### src/rtl/conv_pkg.sv
// Shared constants and state encoding for the 5x5 convolution window pipeline.
package conv_pkg;
  localparam int IMG_W = 32;
  localparam int IMG_H = 32;
  localparam int KSIZE = 5;
  localparam int PIX_W = 8;

  localparam int COL_W = $clog2(IMG_W);
  localparam int ROW_W = $clog2(IMG_H);
  localparam int N_WIN = (IMG_W - KSIZE + 1) * (IMG_H - KSIZE + 1);
  localparam int CNT_W = $clog2(IMG_W * IMG_H) + 1;

  typedef enum logic [2:0] {
    IDLE,
    CLEAR,
    STREAM,
    DRAIN,
    DONE
  } state_t;
endpackage

### src/rtl/conv_window_ctrl_if.sv
// Pixel-source, window-buffer and window-consumer signals of the window sequencer.
interface conv_window_ctrl_if #(
  parameter int PIX_W = conv_pkg::PIX_W,
  parameter int ROW_W = conv_pkg::ROW_W,
  parameter int COL_W = conv_pkg::COL_W
);
  logic [PIX_W-1:0] src_pixel;
  logic             src_valid;
  logic             src_ready;
  logic             buf_reset;
  logic [PIX_W-1:0] buf_pixel;
  logic             buf_valid;
  logic             win_valid;
  logic             win_ready;
  logic [ROW_W-1:0] win_row;
  logic [COL_W-1:0] win_col;

  modport master (
    input  src_pixel, src_valid, win_ready,
    output src_ready, buf_reset, buf_pixel, buf_valid, win_valid, win_row, win_col
  );

  modport slave (
    output src_pixel, src_valid, win_ready,
    input  src_ready, buf_reset, buf_pixel, buf_valid, win_valid, win_row, win_col
  );
endinterface

### src/rtl/conv_raster_cnt.sv
// Raster col/row tracker: advances one pixel per enabled cycle, sync clear has priority.
// Flags are combinational from the current (pre-increment) position.
module conv_raster_cnt #(
  parameter int IMG_W = conv_pkg::IMG_W,
  parameter int IMG_H = conv_pkg::IMG_H,
  parameter int KSIZE = conv_pkg::KSIZE
) (
  input  logic                     clk,
  input  logic                     reset,
  input  logic                     clr,
  input  logic                     en,
  output logic [$clog2(IMG_W)-1:0] col,
  output logic [$clog2(IMG_H)-1:0] row,
  output logic                     last_pixel,
  output logic                     in_window
);
  localparam int COL_W = $clog2(IMG_W);
  localparam int ROW_W = $clog2(IMG_H);
  localparam logic [COL_W-1:0] COL_LAST = COL_W'(IMG_W - 1);
  localparam logic [ROW_W-1:0] ROW_LAST = ROW_W'(IMG_H - 1);
  localparam logic [COL_W-1:0] COL_WIN0 = COL_W'(KSIZE - 1);
  localparam logic [ROW_W-1:0] ROW_WIN0 = ROW_W'(KSIZE - 1);

  logic [COL_W-1:0] col_q, col_d;
  logic [ROW_W-1:0] row_q, row_d;

  always_comb begin
    col_d = col_q;
    row_d = row_q;
    if (clr) begin
      col_d = '0;
      row_d = '0;
    end else if (en) begin
      if (col_q == COL_LAST) begin
        col_d = '0;
        row_d = (row_q == ROW_LAST) ? '0 : row_q + 1'b1;
      end else begin
        col_d = col_q + 1'b1;
      end
    end
  end

  always_ff @(posedge clk or negedge reset) begin
    if (!reset) begin
      col_q <= '0;
      row_q <= '0;
    end else begin
      col_q <= col_d;
      row_q <= row_d;
    end
  end

  assign col        = col_q;
  assign row        = row_q;
  assign last_pixel = (col_q == COL_LAST) && (row_q == ROW_LAST);
  assign in_window  = (col_q >= COL_WIN0) && (row_q >= ROW_WIN0);
endmodule

### src/rtl/conv_window_ctrl.sv
// Frame sequencer for the 5x5 window buffer; window valid 1 cycle after its qualifying push,
// src_ready drops while a window is pending and unconsumed. CONV_WIN_COUNT_EN adds win_count.
module conv_window_ctrl #(
  parameter int IMG_W = conv_pkg::IMG_W,
  parameter int IMG_H = conv_pkg::IMG_H,
  parameter int KSIZE = conv_pkg::KSIZE,
  parameter int PIX_W = conv_pkg::PIX_W
) (
  input  logic                             clk,
  input  logic                             reset,
  input  logic                             start,
  input  logic                             abort,
  output logic                             busy,
  output logic                             done,
`ifdef CONV_WIN_COUNT_EN
  output logic [$clog2(IMG_W*IMG_H):0]     win_count,
`endif
  conv_window_ctrl_if.master               bus
);
  import conv_pkg::*;

  localparam int COL_W = $clog2(IMG_W);
  localparam int ROW_W = $clog2(IMG_H);
  localparam logic [COL_W-1:0] COL_OFS = COL_W'(KSIZE / 2);
  localparam logic [ROW_W-1:0] ROW_OFS = ROW_W'(KSIZE / 2);

  state_t           state_q, state_d;
  logic             pending_q, pending_d;
  logic             buf_reset_q, buf_reset_d;
  logic [ROW_W-1:0] win_row_q, win_row_d;
  logic [COL_W-1:0] win_col_q, win_col_d;

  logic [COL_W-1:0] col;
  logic [ROW_W-1:0] row;
  logic             last_pixel;
  logic             in_window;
  logic             abort_hit;
  logic             push;
  logic             consume;

  assign abort_hit     = abort && (state_q == CLEAR || state_q == STREAM || state_q == DRAIN);
  // Abort wins over a same-cycle push, so the pixel is refused outright.
  assign bus.src_ready = (state_q == STREAM) && !abort && (!pending_q || bus.win_ready);
  assign push          = bus.src_valid && bus.src_ready;
  assign consume       = pending_q && bus.win_ready;

  conv_raster_cnt #(
    .IMG_W (IMG_W),
    .IMG_H (IMG_H),
    .KSIZE (KSIZE)
  ) u_cnt (
    .clk        (clk),
    .reset      (reset),
    .clr        (state_q == CLEAR),
    .en         (push),
    .col        (col),
    .row        (row),
    .last_pixel (last_pixel),
    .in_window  (in_window)
  );

  always_comb begin
    state_d   = state_q;
    pending_d = pending_q;
    win_row_d = win_row_q;
    win_col_d = win_col_q;

    unique case (state_q)
      IDLE:    if (start) state_d = CLEAR;
      CLEAR:   state_d = STREAM;
      STREAM:  if (push && last_pixel) state_d = DRAIN;
      DRAIN:   if (!pending_q) state_d = DONE;
      DONE:    state_d = IDLE;
      default: state_d = IDLE;
    endcase

    // A new window replaces a consumed one in the same cycle without a bubble.
    if (push && in_window) begin
      pending_d = 1'b1;
      win_row_d = row - ROW_OFS;
      win_col_d = col - COL_OFS;
    end else if (consume) begin
      pending_d = 1'b0;
    end

    if (abort_hit) begin
      state_d   = IDLE;
      pending_d = 1'b0;
    end

    buf_reset_d = (state_d == CLEAR) || abort_hit;
  end

  always_ff @(posedge clk or negedge reset) begin
    if (!reset) begin
      state_q     <= IDLE;
      pending_q   <= 1'b0;
      buf_reset_q <= 1'b1;
      win_row_q   <= '0;
      win_col_q   <= '0;
    end else begin
      state_q     <= state_d;
      pending_q   <= pending_d;
      buf_reset_q <= buf_reset_d;
      win_row_q   <= win_row_d;
      win_col_q   <= win_col_d;
    end
  end

`ifdef CONV_WIN_COUNT_EN
  logic [$clog2(IMG_W*IMG_H):0] win_count_q, win_count_d;

  always_comb begin
    win_count_d = win_count_q;
    if (state_q == CLEAR) win_count_d = '0;
    else if (consume)     win_count_d = win_count_q + 1'b1;
  end

  always_ff @(posedge clk or negedge reset) begin
    if (!reset) win_count_q <= '0;
    else        win_count_q <= win_count_d;
  end

  assign win_count = win_count_q;
`endif

  assign busy          = (state_q != IDLE);
  assign done          = (state_q == DONE);
  assign bus.buf_reset = buf_reset_q;
  assign bus.buf_pixel = bus.src_pixel;
  assign bus.buf_valid = push;
  assign bus.win_valid = pending_q;
  assign bus.win_row   = win_row_q;
  assign bus.win_col   = win_col_q;
endmodule

### src/flat_wrapper.sv
// flat-port wrapper written by rule: the top's interface ports become plain ports
module conv_window_ctrl_flat import conv_pkg::*;
#(
  parameter int IMG_W = conv_pkg::IMG_W,
  parameter int IMG_H = conv_pkg::IMG_H,
  parameter int KSIZE = conv_pkg::KSIZE,
  parameter int PIX_W = conv_pkg::PIX_W
)
  (clk, reset, start, abort, busy, done, bus_src_pixel, bus_src_valid, bus_win_ready, bus_src_ready, bus_buf_reset, bus_buf_pixel, bus_buf_valid, bus_win_valid, bus_win_row, bus_win_col);
  conv_window_ctrl_if #(.PIX_W(PIX_W), .ROW_W(ROW_W), .COL_W(COL_W)) bus_i ();
  input  logic clk;
  input  logic reset;
  input  logic start;
  input  logic abort;
  output logic busy;
  output logic done;
  input wire logic [$bits(bus_i.src_pixel)-1:0] bus_src_pixel;
  input wire logic [$bits(bus_i.src_valid)-1:0] bus_src_valid;
  input wire logic [$bits(bus_i.win_ready)-1:0] bus_win_ready;
  output wire logic [$bits(bus_i.src_ready)-1:0] bus_src_ready;
  output wire logic [$bits(bus_i.buf_reset)-1:0] bus_buf_reset;
  output wire logic [$bits(bus_i.buf_pixel)-1:0] bus_buf_pixel;
  output wire logic [$bits(bus_i.buf_valid)-1:0] bus_buf_valid;
  output wire logic [$bits(bus_i.win_valid)-1:0] bus_win_valid;
  output wire logic [$bits(bus_i.win_row)-1:0] bus_win_row;
  output wire logic [$bits(bus_i.win_col)-1:0] bus_win_col;
  assign bus_i.src_pixel = bus_src_pixel;
  assign bus_i.src_valid = bus_src_valid;
  assign bus_i.win_ready = bus_win_ready;
  assign bus_src_ready = bus_i.src_ready;
  assign bus_buf_reset = bus_i.buf_reset;
  assign bus_buf_pixel = bus_i.buf_pixel;
  assign bus_buf_valid = bus_i.buf_valid;
  assign bus_win_valid = bus_i.win_valid;
  assign bus_win_row = bus_i.win_row;
  assign bus_win_col = bus_i.win_col;
  conv_window_ctrl #(.IMG_W(IMG_W), .IMG_H(IMG_H), .KSIZE(KSIZE), .PIX_W(PIX_W)) u_core (.clk(clk), .reset(reset), .start(start), .abort(abort), .busy(busy), .done(done), .bus(bus_i));
endmodule
### config.mk
export PLATFORM = sky130hd
export DESIGN_NAME = conv_window_ctrl_flat
export DESIGN_NICKNAME = d
export VERILOG_FILES = /design/src/rtl/conv_pkg.sv /design/src/rtl/conv_window_ctrl_if.sv /design/src/rtl/conv_raster_cnt.sv /design/src/rtl/conv_window_ctrl.sv /design/src/flat_wrapper.sv
export SDC_FILE = /design/constraint.sdc
export NUM_CORES = 1
export LEC_CHECK = 0
export BUFFER_PORTS_ARGS = -buffer_cell sky130_fd_sc_hd__clkbuf_2
export CORE_MARGIN = 1.5
export CORE_UTILIZATION = 40
export CTS_CLUSTER_DIAMETER = 80
export CTS_CLUSTER_SIZE = 24
export DETAILED_ROUTE_END_ITERATION = 8
export GPL_TIMING_DRIVEN = 0
export PLACE_DENSITY_LB_ADDON = 0.1
export SETUP_SLACK_MARGIN = 0.3
export SYNTH_ARGS = -nofsm -noshare
export SYNTH_HDL_FRONTEND = slang
export SYNTH_HIERARCHICAL = 1
export SYNTH_SLANG_ARGS = --single-unit
### constraint.sdc
create_clock -name clk -period 1.95 [get_ports clk]
set_clock_uncertainty 0.2 [all_clocks]
set_input_delay 0.2925 -clock clk [delete_from_list [all_inputs] [get_ports clk]]
set_output_delay 0.2925 -clock clk [all_outputs]
set_load 0.02 [all_outputs]
Yosys cells after proc, flatten, opt, wreduce, memory -nomap -nowiden
Index checks and enable logic that the tools add are counted.

Bits in registers: 25. Bits of input ports: 14. Word-level logic and storage cells: 56.

Add/subtract/negate cells: 4. Order comparisons: 2. Eq/ne operators: 7. Multiplexer cells: 15. Reductions and logical operators: 21.

Operators by type and width (count): $mux W5 (7); $mux W3 (4); $pmux W3 S4 (1); $add A5 B1 Y5 const B (2); $eq A5 B5 Y1 const B (2); $ge A5 B3 Y1 const B (2); $sub A5 B2 Y5 const B (2); $logic_and A1 B1 Y1 (9); $eq A3 B1 Y1 const B (2); $eq A3 B2 Y1 const B (2); $reduce_bool A3 Y1 (2); $logic_or A1 B1 Y1 (4); $reduce_bool A2 Y1 (2); $eq A3 B3 Y1 const B (1); $logic_not A3 Y1 (1); $mux W1 (3); $logic_not A1 Y1 (2); $reduce_and A2 Y1 (1).

Longest topological paths before layout
Depth in word-level cells: 10. Mapped depth: 7.

Modules after synthesis
The synthesis kept the hierarchy.

By module, submodules not included: conv_window_ctrl (times used 1, cells an instance 74, area each 827.0 µm²); conv_raster_cnt (times used 1, cells an instance 65, area each 601.8 µm²).

Worst setup path after synthesis
No wires, ideal clock.

Kind: register -> register. Start: reg u_core.state_q[2]. End: reg u_core.u_cnt.row_q[2] (netlist: u_core/u_cnt/row[2]). Setup time: 78 ps. Arrival: 2057 ps. Data required time: 1672 ps. Setup slack: -385 ps. Stages on the path, launching flop included: 8. Buffers on the path: 2. Clock period less this slack: 2335 ps. Path through: dfrtp_1 > clkbuf_1 > nor4b_1 > and3_1 > buf_4 > nand2_2 > or4b_1 > a21oi_1.

Cells in the longest elaborated chain, start to end: 6.

Ends and longest elaborated chain: start, declared (line conv_window_ctrl.sv:27) `state_t state_q, state_d;`; start signal, assigned (line conv_window_ctrl.sv:102) `state_q <= state_d;`; $eq A3 B2 Y1 (line conv_window_ctrl.sv:43) `assign bus.src_ready = (state_q == STREAM) && !abort && (!pending_q || bus.win_ready);`; $logic_and A1 B1 Y1 (2 in series) (line conv_window_ctrl.sv:43); $logic_and A1 B1 Y1 (line conv_window_ctrl.sv:44) `assign push = bus.src_valid && bus.src_ready;`; via bus_buf_valid (line flat_wrapper.sv:23) `output wire logic [$bits(bus_i.buf_valid)-1:0] bus_buf_valid;`; $reduce_bool A2 Y1 (no line); $reduce_and A2 Y1 (no line); end signal, assigned (line conv_raster_cnt.sv:49) `row_q <= row_d;`; end, declared (line conv_raster_cnt.sv:25) `logic [ROW_W-1:0] row_q, row_d;`.

The timed path passes the listed nets, and every way through them passes these cells. A chain may end at the register's enable or synchronous reset.

Worst setup path after layout
Start: reg u_core.state_q[0]. End: reg u_core.u_cnt.row_q[2] (netlist: u_core/u_cnt/row[2]).

Cells in the longest elaborated chain, start to end: 6.

Ends and longest elaborated chain (line): $eq A3 B2 Y1 (conv_window_ctrl.sv:43); $logic_and A1 B1 Y1 (2 in series) (conv_window_ctrl.sv:43); $logic_and A1 B1 Y1 (conv_window_ctrl.sv:44); $reduce_bool A2 Y1 (no line); $reduce_and A2 Y1 (no line).

Parallel ways exist; a longest one is shown, timed or not.

==> flow_metrics.env <==
export IMPL_critPathKind="register to register"
export IMPL_fp_coreArea_um2=3390
export IMPL_period_minus_slack_ns=2.073
export IMPL_cts_tree="yes"
export IMPL_cts_max_path_buffers=2
export IMPL_totalWireLength_um=3223
export IMPL_endpoint_kind="register"
export IMPL_peakVddDrop_v=0.0003450
export IMPL_hold_path_cell_count=2
export IMPL_setup_violations=7
export IMPL_die_h_um=62.77
export IMPL_yosysUniqueCellTypes=39
export IMPL_top_usage_layer="met2"
export IMPL_track_usage=0.1773
export IMPL_cp_num_buf_inv=1
export IMPL_grt_pass1_wl_um=5589
export IMPL_yosys_top_cells_area="dfrtp_1, ha_1, mux2_4, buf_4, a21oi_1"
export IMPL_power_switching_w=0.0003333
export IMPL_gp_congestion=0.8037
export IMPL_max_stage_delay_ns=0.50
export IMPL_avgSynthCellArea_um2=10.28
export IMPL_cp_depth=6
export IMPL_synthesis_nets=161
export IMPL_path_delay_family="simple AND/OR/NAND/NOR gates"
export IMPL_clock_fmax_ghz=0.4823
export IMPL_ys_seq_area_frac=0.4387
export IMPL_h_tree_depth=1
export IMPL_synthToLayoutAreaGrowth_pct=39.14
export IMPL_async_reset_ff_frac=1.000
export IMPL_p_clk_frac=0.221
export IMPL_wl_per_cell_um=13.43
export IMPL_cts_sinks=25
export IMPL_drive_gt1_frac=0.5155
export IMPL_start_util=0.4216
export IMPL_viasPerCell=4.979
export IMPL_startpoint_type="register"
export IMPL_antennaDiodeCount=0
export IMPL_powerDensity_nw_per_um2=550.3
export IMPL_pwr_share_comb=0.253
export IMPL_fp_row_count=21
export IMPL_cp_max_fo=8
export IMPL_grtUsageMet3=0.02883
export IMPL_synth_top_area_frac=0.4203
export IMPL_maxCapViolations=0
export IMPL_grt_pass1_vias=1196
export IMPL_synth_area_mux_share=0.1147
export IMPL_final_common_cell="clkbuf_2"
export IMPL_synth_flop_cell="dfrtp_1"
export IMPL_synthCells=139
export IMPL_num_vias=1195
export IMPL_antenna_found_initial=0
export IMPL_drt_initial_drc_count=37
export IMPL_maxSlewHeadroom=0.5751
export IMPL_synth_top_area_cell="dfrtp_1"
export IMPL_synth_xor_area_frac=0.02452
export IMPL_clockRootBuffer="clkbuf_4"
export IMPL_ys_warnings_count=6
export IMPL_dieArea_um2=3939
export IMPL_pre_cts_ws_ns=-0.1441
export IMPL_numCtsBuffers=3
export IMPL_worst_pin_slew_ns=0.6373
export IMPL_nNetsFinal=217
export IMPL_insertion_delay_ns=0.31
export IMPL_drc=0
export IMPL_ys_ff_latch=25
export IMPL_met1_usage=0.2331
export IMPL_worstPathRequired_ns=2.01
export IMPL_port_buffers=29
export IMPL_arrival_ns=2.13
export IMPL_post_route_period_util=1.063
export IMPL_timing_hold_ws_ns=0.02290
export IMPL_hold_viol=0
export IMPL_place_area_um2=1677
export IMPL_violations="negative setup slack"
export IMPL_hp_class="input port to register"
export IMPL_report_power_total_w=0.001094
export IMPL_synth_edf_count=0
export IMPL_status="complete, but fails checks"
export IMPL_slew_viol_final=0
export IMPL_synth_simple_area_share=0.1918
export IMPL_synth_compound_area_frac=0.06830
export IMPL_antenna_left=0
export IMPL_synthAdderAreaFrac=0.07005
export IMPL_dr_pass1_iters=4
export IMPL_dp_hpwl_um=2072
export IMPL_rr_worst_depth=6
export IMPL_die_x_um=62.77
export IMPL_most_common_layout_cells="clkbuf_2, buf_4, dfrtp_1"
export IMPL_crit_slowest_cell="dfrtp_2"
export IMPL_p_leak_nw=0.9638
export IMPL_setup_ws_ns=-0.1233
export IMPL_top_level_ports=38
export IMPL_p_int_w=0.0007609
export IMPL_switching_share=0.3046
export IMPL_grt_max_degree=26
export IMPL_design_area_um2=1988
export IMPL_worstPathCellList="nor4b_4, and3_4, buf_8, nand2_8, or4b_4, a21oi_2"
export IMPL_p_seq_frac=0.526
export IMPL_use_met2=0.2890
export IMPL_r2r_slack_ns=-0.12
export IMPL_syn_area_um2=1429
export IMPL_synth_top_family_by_area="simple AND/OR/NAND/NOR gates"
export IMPL_clk_pin_slew_ns=0.14
export IMPL_rsz0062_at_grt="true"
export IMPL_grt_overflow=0
[metrics by stage]
step	util	TNS (ns)	std cells
floorplan	-	-0.09803	139
global placement	0.4946	-0.1709	214
detailed placement	0.4946	-0.2795	214
CTS	0.5574	-0.4765	234
global route	0.5866	-1.469	240
finish	0.5866	-0.4360	240
[metal layers]
metal | share of wire | vias up
li1 | - | 583
met1 | 0.47 | 579
met2 | 0.48 | 29
met3 | 0.034 | 4
met4 | 0.0096 | 0
met5 | 0 | -
[sequential cells by signal, summed over array words and instances (netlist names)]
signal	cells
u_core/bus.win_valid	1
u_core/bus.win_col	5
u_core/state_q	3
u_core/u_cnt/row	5
u_core/bus.win_row	5
u_core/bus.buf_reset	1
u_core/u_cnt/col	5
[logic make-up (layout without fill, tap and decap cells)]
group           Yosys count  count (layout)
compound gates           18              18
mux                      13              13
simple gates             47              47
xor+xnor                  4               4
flops                    25              25
buf+inv                  24              79
fa+ha+maj                 8               8
[synth_stat cells, types with 2 or more instances]
cell type,n
inv_1,12
nor4_1,2
ha_1,8
and2_1,2
mux2i_1,4
nor2_1,11
mux2_4,6
buf_4,9
mux2_2,3
nor3_1,4
nand2_1,4
a31oi_1,2
dfrtp_1,24
nand3_1,4
o21ai_0,5
a21oi_1,9
and3_1,4
nand2b_1,2
xor2_1,4
[worst paths after layout]
check	start	to
worst min-delay path	abort	u_core/state_q[2]
worst max-delay path	u_core/state_q[0]	u_core/u_cnt/row[2]
min in group asynchronous	reset	u_core/bus.win_row[4]
worst max register to register	u_core/state_q[0]	u_core/u_cnt/row[2]
max in group asynchronous	reset	u_core/u_cnt/row[1]
worst min register to register	u_core/bus.win_row[0]	u_core/bus.win_row[0]
[what timing repair did]
item | 4_1_cts | 5_1_grt
setup buffers | 14 | 6
hold buffers | 2 | 0
pin swaps | 5 | 6
hold endpoints to repair | 25 | 0
cloned | 0 | 0
endpoints found under the setup margin | 26 | 25
resized for setup | 15 | 17
[layout make-up]
type,count,area [um2]
Buffer,12,105.1
Clock buffer,4,26.28
Fill cell,298,1401
Inverter,12,45.04
Multi-Input combinational cell,90,769.5
Sequential cell,25,635.6
Tap cell,46,57.56
Timing Repair Buffer,51,349.1
[power by group through the flow]
stage                     clock network, W  registers [W]  logic (W)
after floorplan                          0       0.000589   0.000139
after global placement                   0       0.000588   0.000204
after detailed placement                 0       0.000590   0.000209
after CTS                         0.000249       0.000574   0.000245
after global routing              0.000274       0.000579   0.000306
final                             0.000242       0.000576   0.000276
Power figures use the tool's default switching activity.
